`config.mk`:
```
export PLATFORM = sky130hd
export DESIGN_NAME = irq_ctrl_flat
export DESIGN_NICKNAME = d
export VERILOG_FILES = /design/src/rtl/irq_pkg.sv /design/src/rtl/irq_ctrl_if.sv /design/src/rtl/irq_prio_enc.sv /design/src/rtl/irq_ctrl.sv /design/src/flat_wrapper.sv
export SDC_FILE = /design/constraint.sdc
export NUM_CORES = 1
export LEC_CHECK = 0
export CORE_MARGIN = 2
export CORE_UTILIZATION = 38
export CTS_CLUSTER_DIAMETER = 30
export CTS_CLUSTER_SIZE = 25
export DETAILED_ROUTE_END_ITERATION = 10
export PLACE_DENSITY = 0.73
export SLEW_MARGIN = 10
export SYNTH_ARGS = -nofsm -noshare
export SYNTH_HDL_FRONTEND = slang
export SYNTH_HIERARCHICAL = 1
export SYNTH_SLANG_ARGS = --single-unit
```
`constraint.sdc`:
```
create_clock -name clk -period 1.2 [get_ports clk]
set_input_delay 0.3 -clock clk [delete_from_list [all_inputs] [get_ports clk]]
set_output_delay 0.3 -clock clk [all_outputs]
set_load 0.02 [all_outputs]
```
`src/rtl/irq_pkg.sv`:
```
// irq_pkg -- shared definitions for the interrupt controller slice.
//   irq_state_e  : controller FSM state (IDLE / REQ / SERVICE)
//   NSRC_DEFAULT : default number of external interrupt sources
package irq_pkg;

  localparam int NSRC_DEFAULT = 4;

  typedef enum logic [1:0] {
    IDLE    = 2'd0,
    REQ     = 2'd1,
    SERVICE = 2'd2
  } irq_state_e;

endpackage

```
`src/rtl/irq_ctrl_if.sv`:
```
// irq_ctrl_if -- bundle of the interrupt controller's device/core signals.
//   IrqSrc   : raw device interrupt lines (synchronous to clk)
//   MaskWe   : enable register write strobe
//   MaskIn   : new enable register value (1 = enabled)
//   ExtIAck  : core has taken the exception
//   ERet     : handler finished (ERET retired)
//   ExtIRQ   : interrupt request to the core
//   IrqId    : index of the source requested / in service
//   Pending  : pending register
//   Busy     : controller is in SERVICE
// Modports: master = core/device side, slave = controller side.
interface irq_ctrl_if
  import irq_pkg::*;
#(
  parameter int NSRC = NSRC_DEFAULT,
  parameter int IDW  = $clog2(NSRC)
);
  logic [NSRC-1:0] IrqSrc;
  logic            MaskWe;
  logic [NSRC-1:0] MaskIn;
  logic            ExtIAck;
  logic            ERet;
  logic            ExtIRQ;
  logic [IDW-1:0]  IrqId;
  logic [NSRC-1:0] Pending;
  logic            Busy;

  modport master (
    output IrqSrc, MaskWe, MaskIn, ExtIAck, ERet,
    input  ExtIRQ, IrqId, Pending, Busy
  );

  modport slave (
    input  IrqSrc, MaskWe, MaskIn, ExtIAck, ERet,
    output ExtIRQ, IrqId, Pending, Busy
  );
endinterface

```
`src/rtl/irq_prio_enc.sv`:
```
// irq_prio_enc -- combinational lowest-index-first priority encoder.
//   req_i   : request vector (NSRC bits)
//   id_o    : index of the lowest set bit (0 when none set)
//   valid_o : at least one request bit set
module irq_prio_enc #(
  parameter int NSRC = 4,
  parameter int IDW  = $clog2(NSRC)
) (
  input  logic [NSRC-1:0] req_i,
  output logic [IDW-1:0]  id_o,
  output logic            valid_o
);

  logic [NSRC-1:0] lowest_s;

  // Isolate the lowest set bit, then OR-encode its index (one-hot, so OR is exact).
  always_comb begin
    lowest_s = req_i & (~req_i + {{(NSRC-1){1'b0}}, 1'b1});
    id_o     = {IDW{1'b0}};
    for (int i = 0; i < NSRC; i++) begin
      id_o = id_o | (lowest_s[i] ? IDW'(i) : {IDW{1'b0}});
    end
    valid_o = |req_i;
  end

endmodule

```
`src/rtl/irq_ctrl.sv`:
```
// irq_ctrl -- single-level (non-nesting) external interrupt controller.
//   clk   : system clock, rising edge
//   reset : asynchronous, active-high reset
//   bus   : irq_ctrl_if.slave (IrqSrc, MaskWe, MaskIn, ExtIAck, ERet in;
//           ExtIRQ, IrqId, Pending, Busy out)
// Build option: define IRQ_EDGE_DETECT_EN for rising-edge source detection
// (one-cycle history register); default build detects sources by level.
module irq_ctrl
  import irq_pkg::*;
#(
  parameter int NSRC = NSRC_DEFAULT,
  parameter int IDW  = $clog2(NSRC)
) (
  input  logic       clk,
  input  logic       reset,
  irq_ctrl_if.slave  bus
);

  irq_state_e      state_q, state_d;
  logic [NSRC-1:0] pending_q, pending_d;
  logic [NSRC-1:0] enable_q, enable_d;
  logic [IDW-1:0]  irq_id_q, irq_id_d;
  logic            ext_irq_q, ext_irq_d;
  logic            busy_q, busy_d;

  logic [NSRC-1:0] detect_s;
  logic [NSRC-1:0] clr_s;
  logic [NSRC-1:0] cand_s;
  logic [IDW-1:0]  enc_id_s;
  logic            enc_valid_s;

  function automatic logic [NSRC-1:0] id_to_mask(input logic [IDW-1:0] id);
    logic [NSRC-1:0] m;
    m     = {NSRC{1'b0}};
    m[id] = 1'b1;
    return m;
  endfunction

`ifdef IRQ_EDGE_DETECT_EN
  logic [NSRC-1:0] src_hist_q;

  // Previous-cycle copy of the source lines for rising-edge detection.
  always_ff @(posedge clk or posedge reset) begin
    if (reset) begin
      src_hist_q <= {NSRC{1'b0}};
    end else begin
      src_hist_q <= bus.IrqSrc;
    end
  end

  // A source is detected only on its 0->1 transition.
  always_comb begin
    detect_s = bus.IrqSrc & ~src_hist_q;
  end
`else
  // A source is detected on every cycle its line is high.
  always_comb begin
    detect_s = bus.IrqSrc;
  end
`endif

  assign cand_s = pending_q & enable_q;

  irq_prio_enc #(
    .NSRC (NSRC),
    .IDW  (IDW)
  ) u_prio_enc (
    .req_i   (cand_s),
    .id_o    (enc_id_s),
    .valid_o (enc_valid_s)
  );

  // Next-state logic: FSM, pending set/clear, enable register load.
  always_comb begin
    state_d  = state_q;
    irq_id_d = irq_id_q;
    clr_s    = {NSRC{1'b0}};
    case (state_q)
      IDLE: begin
        if (enc_valid_s) begin
          state_d  = REQ;
          irq_id_d = enc_id_s;
        end else begin
          state_d  = IDLE;
        end
      end
      REQ: begin
        // Request and id are frozen until the core acknowledges.
        if (bus.ExtIAck) begin
          state_d = SERVICE;
          clr_s   = id_to_mask(irq_id_q);
        end else begin
          state_d = REQ;
        end
      end
      SERVICE: begin
        if (bus.ERet) begin
          state_d = IDLE;
        end else begin
          state_d = SERVICE;
        end
      end
      default: begin
        state_d = IDLE;
      end
    endcase

    // New detections win over the acknowledge clear on the same edge.
    pending_d = (pending_q & ~clr_s) | detect_s;

    if (bus.MaskWe) begin
      enable_d = bus.MaskIn;
    end else begin
      enable_d = enable_q;
    end

    ext_irq_d = (state_d == REQ);
    busy_d    = (state_d == SERVICE);
  end

  // Controller state and registered outputs.
  always_ff @(posedge clk or posedge reset) begin
    if (reset) begin
      state_q   <= IDLE;
      pending_q <= {NSRC{1'b0}};
      enable_q  <= {NSRC{1'b0}};
      irq_id_q  <= {IDW{1'b0}};
      ext_irq_q <= 1'b0;
      busy_q    <= 1'b0;
    end else begin
      state_q   <= state_d;
      pending_q <= pending_d;
      enable_q  <= enable_d;
      irq_id_q  <= irq_id_d;
      ext_irq_q <= ext_irq_d;
      busy_q    <= busy_d;
    end
  end

  assign bus.ExtIRQ  = ext_irq_q;
  assign bus.IrqId   = irq_id_q;
  assign bus.Pending = pending_q;
  assign bus.Busy    = busy_q;

endmodule

```
`src/flat_wrapper.sv`:
```
// flat-port wrapper written by rule: the top's interface ports become plain ports
module irq_ctrl_flat import irq_pkg::*;
#(
  parameter int NSRC = NSRC_DEFAULT,
  parameter int IDW  = $clog2(NSRC)
)
  (clk, reset, bus_IrqSrc, bus_MaskWe, bus_MaskIn, bus_ExtIAck, bus_ERet, bus_ExtIRQ, bus_IrqId, bus_Pending, bus_Busy);
  irq_ctrl_if #(.NSRC(NSRC), .IDW(IDW)) bus_i ();
  input  logic clk;
  input  logic reset;
  input wire logic [$bits(bus_i.IrqSrc)-1:0] bus_IrqSrc;
  input wire logic [$bits(bus_i.MaskWe)-1:0] bus_MaskWe;
  input wire logic [$bits(bus_i.MaskIn)-1:0] bus_MaskIn;
  input wire logic [$bits(bus_i.ExtIAck)-1:0] bus_ExtIAck;
  input wire logic [$bits(bus_i.ERet)-1:0] bus_ERet;
  output wire logic [$bits(bus_i.ExtIRQ)-1:0] bus_ExtIRQ;
  output wire logic [$bits(bus_i.IrqId)-1:0] bus_IrqId;
  output wire logic [$bits(bus_i.Pending)-1:0] bus_Pending;
  output wire logic [$bits(bus_i.Busy)-1:0] bus_Busy;
  assign bus_i.IrqSrc = bus_IrqSrc;
  assign bus_i.MaskWe = bus_MaskWe;
  assign bus_i.MaskIn = bus_MaskIn;
  assign bus_i.ExtIAck = bus_ExtIAck;
  assign bus_i.ERet = bus_ERet;
  assign bus_ExtIRQ = bus_i.ExtIRQ;
  assign bus_IrqId = bus_i.IrqId;
  assign bus_Pending = bus_i.Pending;
  assign bus_Busy = bus_i.Busy;
  irq_ctrl #(.NSRC(NSRC), .IDW(IDW)) u_core (.clk(clk), .reset(reset), .bus(bus_i));
endmodule
```
# == Word level (Yosys, flattened, before mapping) ==
# Index checks and enable logic that the tools add are counted.
# totals
ff_bits,14
word_cells,36
# classes
n_addsub,1
magnitude_cmp,2
n_eq_ne,4
mux,11
bitwise,8
reduce_logical,4
# op_table
cell,count
AND 4 bit,3
2-to-1 mux 2 bit,4
2-to-1 mux 4 bit,2
NOT 4 bit,2
case mux 2 bit (3 select lines),1
"adder 4 x 1 -> 4 bit, second input constant",1
"equality test 2 x 1 -> 1 bit, second input constant",2
"equality test 2 bit, second input constant",2
OR 4 bit,1
OR reduction 4 bit,1
"less-than comparator 2 x 3 -> 1 bit, second input constant",1
2-to-1 mux 1 bit,3
demux 1 bit (select 2 bit),1
"greater-or-equal comparator 2 x 1 -> 1 bit, second input constant",1
zero test 2 bit,1
OR 1 x 2 -> 2 bit,1
OR 2 bit,1
AND reduction 2 bit,1
logical AND 1 bit,1

# == Longest topological paths before layout ==
# Gate-level depths: netlist (run 1).
# logic_depth
word_depth,9
depth_mapped,5
depth_no_buf,5

# == Hierarchy ==
# Netlist (run 1), hierarchy kept.
# by_module_without_submodules
module,instances,cells_each,area_each_um2,seq_area_each_um2
irq_ctrl,1,48,580.6,350.3
irq_prio_enc,1,7,35.0,0.0

# == Least setup slack after synthesis (run 1) ==
# OpenSTA, ideal clock, no wires.
# synth_path
path_type,register to register
from,"register u_core.pending_q[0], in the netlist u_core/bus.Pending[0]"
to,"register u_core.irq_id_q[0], in the netlist u_core/bus.IrqId[0]"
arrival_ns,1.269
t_required_ns,1.072
path_slack_ns,-0.197
path_stages_with_launch,6
n_path_buf,0
cell_sequence,dfrtp_1 and2_1 nor2_1 nand2_1 nor3b_2 mux2_1
# synth_rtl
element,line_no,text
start: declaration,irq_ctrl.sv:20,"logic [NSRC-1:0] pending_q, pending_d;"
start signal: assignment,irq_ctrl.sv:125,pending_q <= {NSRC{1'b0}};
start signal: assignment,irq_ctrl.sv:132,pending_q <= pending_d;
AND 4 bit,irq_ctrl.sv:62,assign cand_s = pending_q & enable_q;
net u_core.cand_s[0],irq_ctrl.sv:28,logic [NSRC-1:0] cand_s;
OR reduction 4 bit,irq_prio_enc.sv:23,valid_o = |req_i;
net u_core.enc_valid_s,irq_ctrl.sv:30,logic enc_valid_s;
AND reduction 2 bit (no line),--,
end signal: assignment,irq_ctrl.sv:127,irq_id_q <= {IDW{1'b0}};
end signal: assignment,irq_ctrl.sv:134,irq_id_q <= irq_id_d;
end: declaration,irq_ctrl.sv:22,"logic [IDW-1:0] irq_id_q, irq_id_d;"
# The timed path passes the listed nets, and every way through them passes these cells.
# A chain may end at the register's enable or synchronous reset.

# == Worst setup path in the final report (run 1) ==
# layout_path
from,"register u_core.pending_q[1], in the netlist u_core/bus.Pending[1]"
to,"register u_core.irq_id_q[0], in the netlist u_core/bus.IrqId[0]"
# The elaborated chain is that of the path after synthesis.

==> results.sh, run 1 <==
export IMPL_status="finished with violations"
export IMPL_violations="negative setup slack"
export IMPL_post_route_drc_count=0
export IMPL_antenna_found_initial=0
export IMPL_dr_pass1_iters=2
export IMPL_synthArstFlopShare=1.00
export IMPL_rsz0062_at_grt="yes"
export IMPL_initial_core_util=0.409
export IMPL_placed_cell_area_um2=903
export IMPL_finalHoldViolCount=0
export IMPL_worst_pin_slew_ns=0.210
export IMPL_rr_worst_depth=5
export IMPL_cts_root_buffer="clkbuf_4"
export IMPL_cellLeakagePower_nw=0.433
export IMPL_synthTopCellsByArea="dfrtp_1, mux2_1, nor2_1"
export IMPL_reg2reg_to="u_core/bus.IrqId[0]"
export IMPL_clkLatencyLatePin_ns=0.28
export IMPL_dp_cells=98
export IMPL_syn_nets=68
export IMPL_synth_seq_area_share=0.569
export IMPL_yosysMostFrequentCell="dfrtp_1"
export IMPL_diodes=0
export IMPL_final_net_count=102
export IMPL_die_h_um=44.3
export IMPL_maxSlewHeadroom=0.859
export IMPL_period_needed_ns=1.30
export IMPL_skew_ns=0.00382
export IMPL_powerDensity_nw_per_um2=1940
export IMPL_dr_total_vias=511
export IMPL_synth_simple_area_share=0.213
export IMPL_drt_total_wl_um=1370
export IMPL_nFillCells=129
export IMPL_critPathLaunchType="register"
export IMPL_grt_ovfl_total=0
export IMPL_drt_initial_drc_count=12
export IMPL_end_kind="register"
export IMPL_grt_pass1_wl_um=2170
export IMPL_finalCritPeriodShare=1.08
export IMPL_cts_buffers=3
export IMPL_port_buffers=20
export IMPL_synth_fa_ha_area_frac=0
export IMPL_syn2layout_area_growth_pct=56.7
export IMPL_critical_path_required_ns=1.37
export IMPL_core_area_um2=1510
export IMPL_synth_top_area_frac=0.569
export IMPL_die_w_um=44.3
export IMPL_setup_violations=2
export IMPL_fin_area_um2=965
export IMPL_synth_top_area_cell="dfrtp_1"
export IMPL_synth_edf_count=0
export IMPL_yosys_warnings=6
export IMPL_grt_max_degree=15
export IMPL_yosys_most_used_dff="dfrtp_1"
export IMPL_final_cells=104
export IMPL_tritoncts="done"
export IMPL_slew_viol_final=0
export IMPL_regArea_um2=355
export IMPL_cts_sinks=14
export IMPL_path_class="register to register"
export IMPL_syn_instance_count=55
export IMPL_synth_compound_area_frac=0.0833
export IMPL_rows=14
export IMPL_clk_pin_slew_ns=0.08
export IMPL_avgRoutedWirePerCell_um=13.2
export IMPL_power_switching_mw=0.634
export IMPL_path_max_fanout=3
export IMPL_die_area_um2=1960
export IMPL_synthesis_area_um2=616
export IMPL_ant_nets=0
export IMPL_multi_input_area_um2=307
export IMPL_syn_avg_cell_area_um2=11.2
export IMPL_ys_top_cells_by_count="dfrtp_1, nor2_1, mux2_1"
export IMPL_ys_ff_latch=14
export IMPL_seqPwrFrac=0.370
export IMPL_max_vdd_ir_drop_mv=0.906
export IMPL_reg2reg_from="u_core/bus.Pending[1]"
export IMPL_gp_congestion=0.727
export IMPL_synth_top_family_by_area="simple AND/OR/NAND/NOR gates"
export IMPL_synth_xor_area_frac=0
export IMPL_drive_gt1_frac=0.443
export IMPL_cts_hold_buffers_added=0
export IMPL_hold_class="input pin to async pin"
export IMPL_grt_pass1_vias=482
export IMPL_layout_setup_ws_ns=-0.0963
export IMPL_switching_share=0.340
export IMPL_viasPerCell=4.91
export IMPL_ios=21
export IMPL_intPower_mw=1.23
export IMPL_clockBufferDepth=2
export IMPL_maxCapViolations=0
export IMPL_htree_num_levels=1
export IMPL_max_freq_mhz=771
export IMPL_cp_arrival_ns=1.46
export IMPL_grt_use_total=0.158
export IMPL_regToRegSetupSlack_ns=-0.1
export IMPL_comb_power_share=0.452
export IMPL_p_clk_frac=0.178
export IMPL_muxShareOfSynthArea=0.110
export IMPL_ys_types=16
export IMPL_dp_hpwl_um=958
## flip-flops by register name (all words and copies together), names as in the netlist
register and flops:
u_core/state_q 2, u_core/bus.ExtIRQ 1, u_core/bus.Busy 1, u_core/bus.IrqId 2
u_core/bus.Pending 4, u_core/enable_q 4
## repair_timing
item / CTS / global route
pin swaps: 2 / 0
buffers inserted: 0 / 2
gates resized for setup: 40 / 4
cloned: 0 / 0
setup endpoints to repair: 10 / 3
## cell families (layout without fill, tap and decap cells)
kind of cell / Yosys count / count (layout)
simple gates: 22 / 22
flops: 14 / 14
compound gates: 9 / 9
mux: 6 / 6
buf+inv: 4 / 37
## worst max-delay path: stages (launching register included)
cell,delay (ns)
dfrtp_2,0.42
and2_4,0.15
nor2_4,0.11
nand2_2,0.06
nor3b_4,0.16
mux2_4,0.29
## metal layers
metal / vias up / share of wire / GRT usage
met5: - / 0 / 0
met4: 0 / 0.014 / 0.127
met3: 2 / 0.036 / 0
met2: 10 / 0.53 / 0.259
met1: 247 / 0.42 / 0.196
li1: 252 / - / -
## power groups by stage
stage | sequential, mW | combinational [mW] | clock (mW)
floorplan | 0.811 | 0.268 | 0
global placement | 0.685 | 0.751 | 0
detailed placement | 0.692 | 0.766 | 0
CTS | 0.693 | 0.775 | 0.349
global route | 0.709 | 0.907 | 0.370
finish | 0.691 | 0.843 | 0.333
## cell usage in the layout, fill, tap and decap left out, types with 4 or more instances in the layout
cell | netlist | layout
dfrtp_1 | 14 | 10
mux2_1 | 6 | 4
and2_4 | 0 | 4
buf_2 | 0 | 8
clkdlybuf4s50_1 | 0 | 12
nor2_1 | 8 | 6
inv_1 | 4 | 4
buf_4 | 0 | 8
dfrtp_2 | 0 | 4
## worst max-delay path by stage
stage,start,cells past startpoint,endpoint
global route,u_core/bus.Pending[1],5,u_core/bus.IrqId[0]
global placement,bus_MaskWe,2,u_core/enable_q[2]
floorplan,u_core/bus.Pending[2],5,u_core/bus.IrqId[0]
finish,u_core/bus.Pending[1],5,u_core/bus.IrqId[0]
detailed placement,bus_MaskWe,2,u_core/enable_q[2]
CTS,u_core/bus.Pending[1],5,u_core/bus.IrqId[0]
## layout make-up
type                    count  share of cell area
multi-input cells          37               0.318
well taps                  16              0.0208
inverters                   4              0.0156
repair buffers             29               0.240
clock buffers               4              0.0376
flip-flops and latches     14               0.368
## per-stage QoR
step / util / setup TNS (ns) / worst slack [ns] / hold WS, ns / total power, mW
after floorplan: - / -0.264 / -0.132 / 0.189 / 1.08
after global placement: 0.600 / -1.25 / -0.134 / 0.474 / 1.44
after detailed placement: 0.600 / -1.49 / -0.161 / 0.470 / 1.46
after CTS: 0.618 / -0.176 / -0.0901 / 0.310 / 1.82
after global routing: 0.640 / -0.375 / -0.155 / 0.341 / 1.99
final: 0.640 / -0.188 / -0.0963 / 0.312 / 1.87
(Power assumes the default switching activity.)
==> run 2, diff against run 1 <==
Settings changed: CORE_UTILIZATION 38 to 37, SYNTH_HIERARCHICAL 1 to unset.
==> run 2 against run 1 <==
  * The flow now finishes without violations
  * First-iteration DRC count shrank 83%
  * Flip-flop and latch count stayed put
  * Sequential power is 2% higher
  * Critical path depth fell by 1
  * Via count fell by 2.7%
  * Hold slack better by 0.0091 ns
  * Synthesized cell count decreased by 11%
  * Final area down 12%
  * Maximum frequency is 14% higher
  * Setup slack gained 0.16 ns
  * Clock skew grew 0.0013 ns
  * Highest routed layer is now met3
==> results.sh, run 2 <==
export IMPL_status="finished clean"
export IMPL_critical_path_required_ns=1.36
export IMPL_cts_root_buffer="clkbuf_4"
export IMPL_syn_nets=62
export IMPL_avgRoutedWirePerCell_um=12.6
export IMPL_cp_arrival_ns=1.30
export IMPL_skew_ns=0.00511
export IMPL_final_cell_mix="dfrtp_1, clkdlybuf4s50_1, buf_2, buf_4"
export IMPL_maxSlewHeadroom=0.840
export IMPL_critPathLaunchType="input pin"
export IMPL_grt_pass1_wl_um=2090
export IMPL_syn_avg_cell_area_um2=11.9
export IMPL_slowest_stage="clkdlybuf4s50_1"
export IMPL_cts_buffers=3
export IMPL_synth_top_area_cell="dfrtp_1"
export IMPL_die_h_um=43.7
export IMPL_antenna_found_initial=0
export IMPL_rsz0062_at_grt="no"
export IMPL_ys_ff_latch=14
export IMPL_path_buf_inv=1
export IMPL_critPathLaunch="bus_ExtIAck"
export IMPL_worst_path_largest_cell_delay_ns=0.52
export IMPL_max_vdd_ir_drop_mv=0.792
export IMPL_syn2layout_area_growth_pct=46.5
export IMPL_ant_nets=0
export IMPL_post_cts_buffers=0
export IMPL_nFillCells=126
export IMPL_dr_pass1_iters=4
export IMPL_cp_endpoint="u_core.bus.Pending[1]"
export IMPL_die_area_um2=1910
export IMPL_yosys_most_used_dff="dfrtp_1"
export IMPL_synth_seq_area_share=0.602
export IMPL_setup_violations=0
export IMPL_clkLatencyLatePin_ns=0.27
export IMPL_powerDensity_nw_per_um2=1990
export IMPL_synthArstFlopShare=1.00
export IMPL_hold_class="input pin to async pin"
export IMPL_tritoncts="done"
export IMPL_die_w_um=43.7
export IMPL_drt_initial_drc_count=2
export IMPL_grt_use_total=0.150
export IMPL_crit_family="buffers and inverters"
export IMPL_regToRegSetupSlack_ns=0.07
export IMPL_drive_gt1_frac=0.338
export IMPL_final_common_cell="dfrtp_1"
export IMPL_clk_pin_slew_ns=0.08
export IMPL_cellLeakagePower_nw=0.374
export IMPL_period_needed_ns=1.13
export IMPL_dp_hpwl_um=934
export IMPL_htree_num_levels=1
export IMPL_core_area_um2=1490
export IMPL_end_kind="register"
export IMPL_ys_top_cells_by_count="dfrtp_1, nor2_1, a21oi_1, a22o_1, nand2_1"
export IMPL_reg2reg_to="u_core.bus.Pending[1]"
export IMPL_path_class="input pin to register"
export IMPL_slew_viol_final=0
export IMPL_yosysMostFrequentCell="dfrtp_1"
export IMPL_synth_top_area_frac=0.602
export IMPL_dr_total_vias=497
export IMPL_rows=14
export IMPL_port_buffers=20
export IMPL_path_max_fanout=4
export IMPL_clockBufferDepth=2
export IMPL_grt_max_degree=15
export IMPL_maxCapViolations=0
export IMPL_max_freq_mhz=881
export IMPL_finalCritPeriodShare=0.946
export IMPL_synthesis_area_um2=582
export IMPL_diodes=0
export IMPL_cp_num_cells=4
export IMPL_layout_setup_ws_ns=0.0653
export IMPL_dp_slack_ns=-0.209
export IMPL_synth_edf_count=0
export IMPL_cts_sinks=14
export IMPL_grt_ovfl_total=0
export IMPL_viasPerCell=5.18
export IMPL_rr_worst_depth=4
export IMPL_worst_pin_slew_ns=0.240
export IMPL_final_net_count=95
export IMPL_power_mw=1.69
export IMPL_synthTopCellsByArea="dfrtp_1, mux2_2, a22o_1"
export IMPL_syn_instance_count=49
export IMPL_post_route_drc_count=0
export IMPL_initial_core_util=0.391
export IMPL_grt_pass1_vias=470
export IMPL_ios=21
export IMPL_finalHoldViolCount=0
export IMPL_ys_types=14
export IMPL_gp_congestion=0.812
export IMPL_path_cells="clkdlybuf4s50_1 > and4bb_2 > nand2_1 > a21o_1"
export IMPL_yosys_warnings=0
export IMPL_reg2reg_from="u_core.bus.IrqId[1]"
export IMPL_drt_total_wl_um=1210
==> run 2: cells by family after synthesis <==
group / synth area share
buffers and inverters: 0.0129
and+or+nand+nor: 0.118
DFF: 0.602
AOI/OAI and AO/OA: 0.189
muxes: 0.0774
==> run 2: worst min-delay path by stage <==
stage / startpoint / endpoint / cells after the start
global placement: u_core.enable_q[2] / u_core.enable_q[2] / 1
finish: reset / u_core.state_q[0] / 3
CTS: reset / u_core.state_q[0] / 3
floorplan: reset / u_core.bus.Busy / 1
detailed placement: u_core.enable_q[0] / u_core.enable_q[0] / 1
global route: reset / u_core.state_q[0] / 3
==> run 2: per-layer routing <==
metal	GRT usage	vias to the layer above	wire length [um]
met4	0.0545	0	0
li1	-	242	-
met5	0	-	0
met2	0.226	18	552
met3	0.0458	0	101
met1	0.203	237	555
==> run 2: worst register-to-register path: cells and delay by family (launching register included) <==
family,cells,cell delay [ns]
DFF,1,0.38
and+or+nand+nor,2,0.34
AOI/OAI and AO/OA,1,0.17
buffers and inverters,1,0.14
==> run 2: repair_timing <==
action                     4_1_cts  5_1_grt
hold buffers                     0        0
setup endpoints to repair        8        4
gates resized for setup         30        4
cloned                           0        0
pin swaps                        0        1
==> run 2: cell type report <==
type,instances,area (um^2),share of cell area
multi-input combinational,33,231,0.272
tap,16,20.0,0.0235
timing repair buffer,28,220,0.258
inverter,2,7.51,0.00881
clock buffer,3,22.5,0.0264
sequential,14,350,0.411
==> run 2: report_power, final <==
part | switching [mW] | leakage (nW) | internal (mW)
logic | 0.397 | 0.205 | 0.344
registers | 0.0923 | 0.155 | 0.611
clock network | 0.134 | 0.0138 | 0.116
==> run 2: per-stage QoR <==
stage                     utilization  cells  TNS, ns  instance area (um^2)  hold slack [ns]
after floorplan                     -     49        0                   582            0.189
after global placement          0.579     93    -1.34                   862            0.529
after detailed placement        0.579     93    -1.37                   862            0.532
after CTS                       0.576     96        0                   857            0.323
after global routing            0.572     96        0                   852            0.324
final                           0.572     96        0                   852            0.321
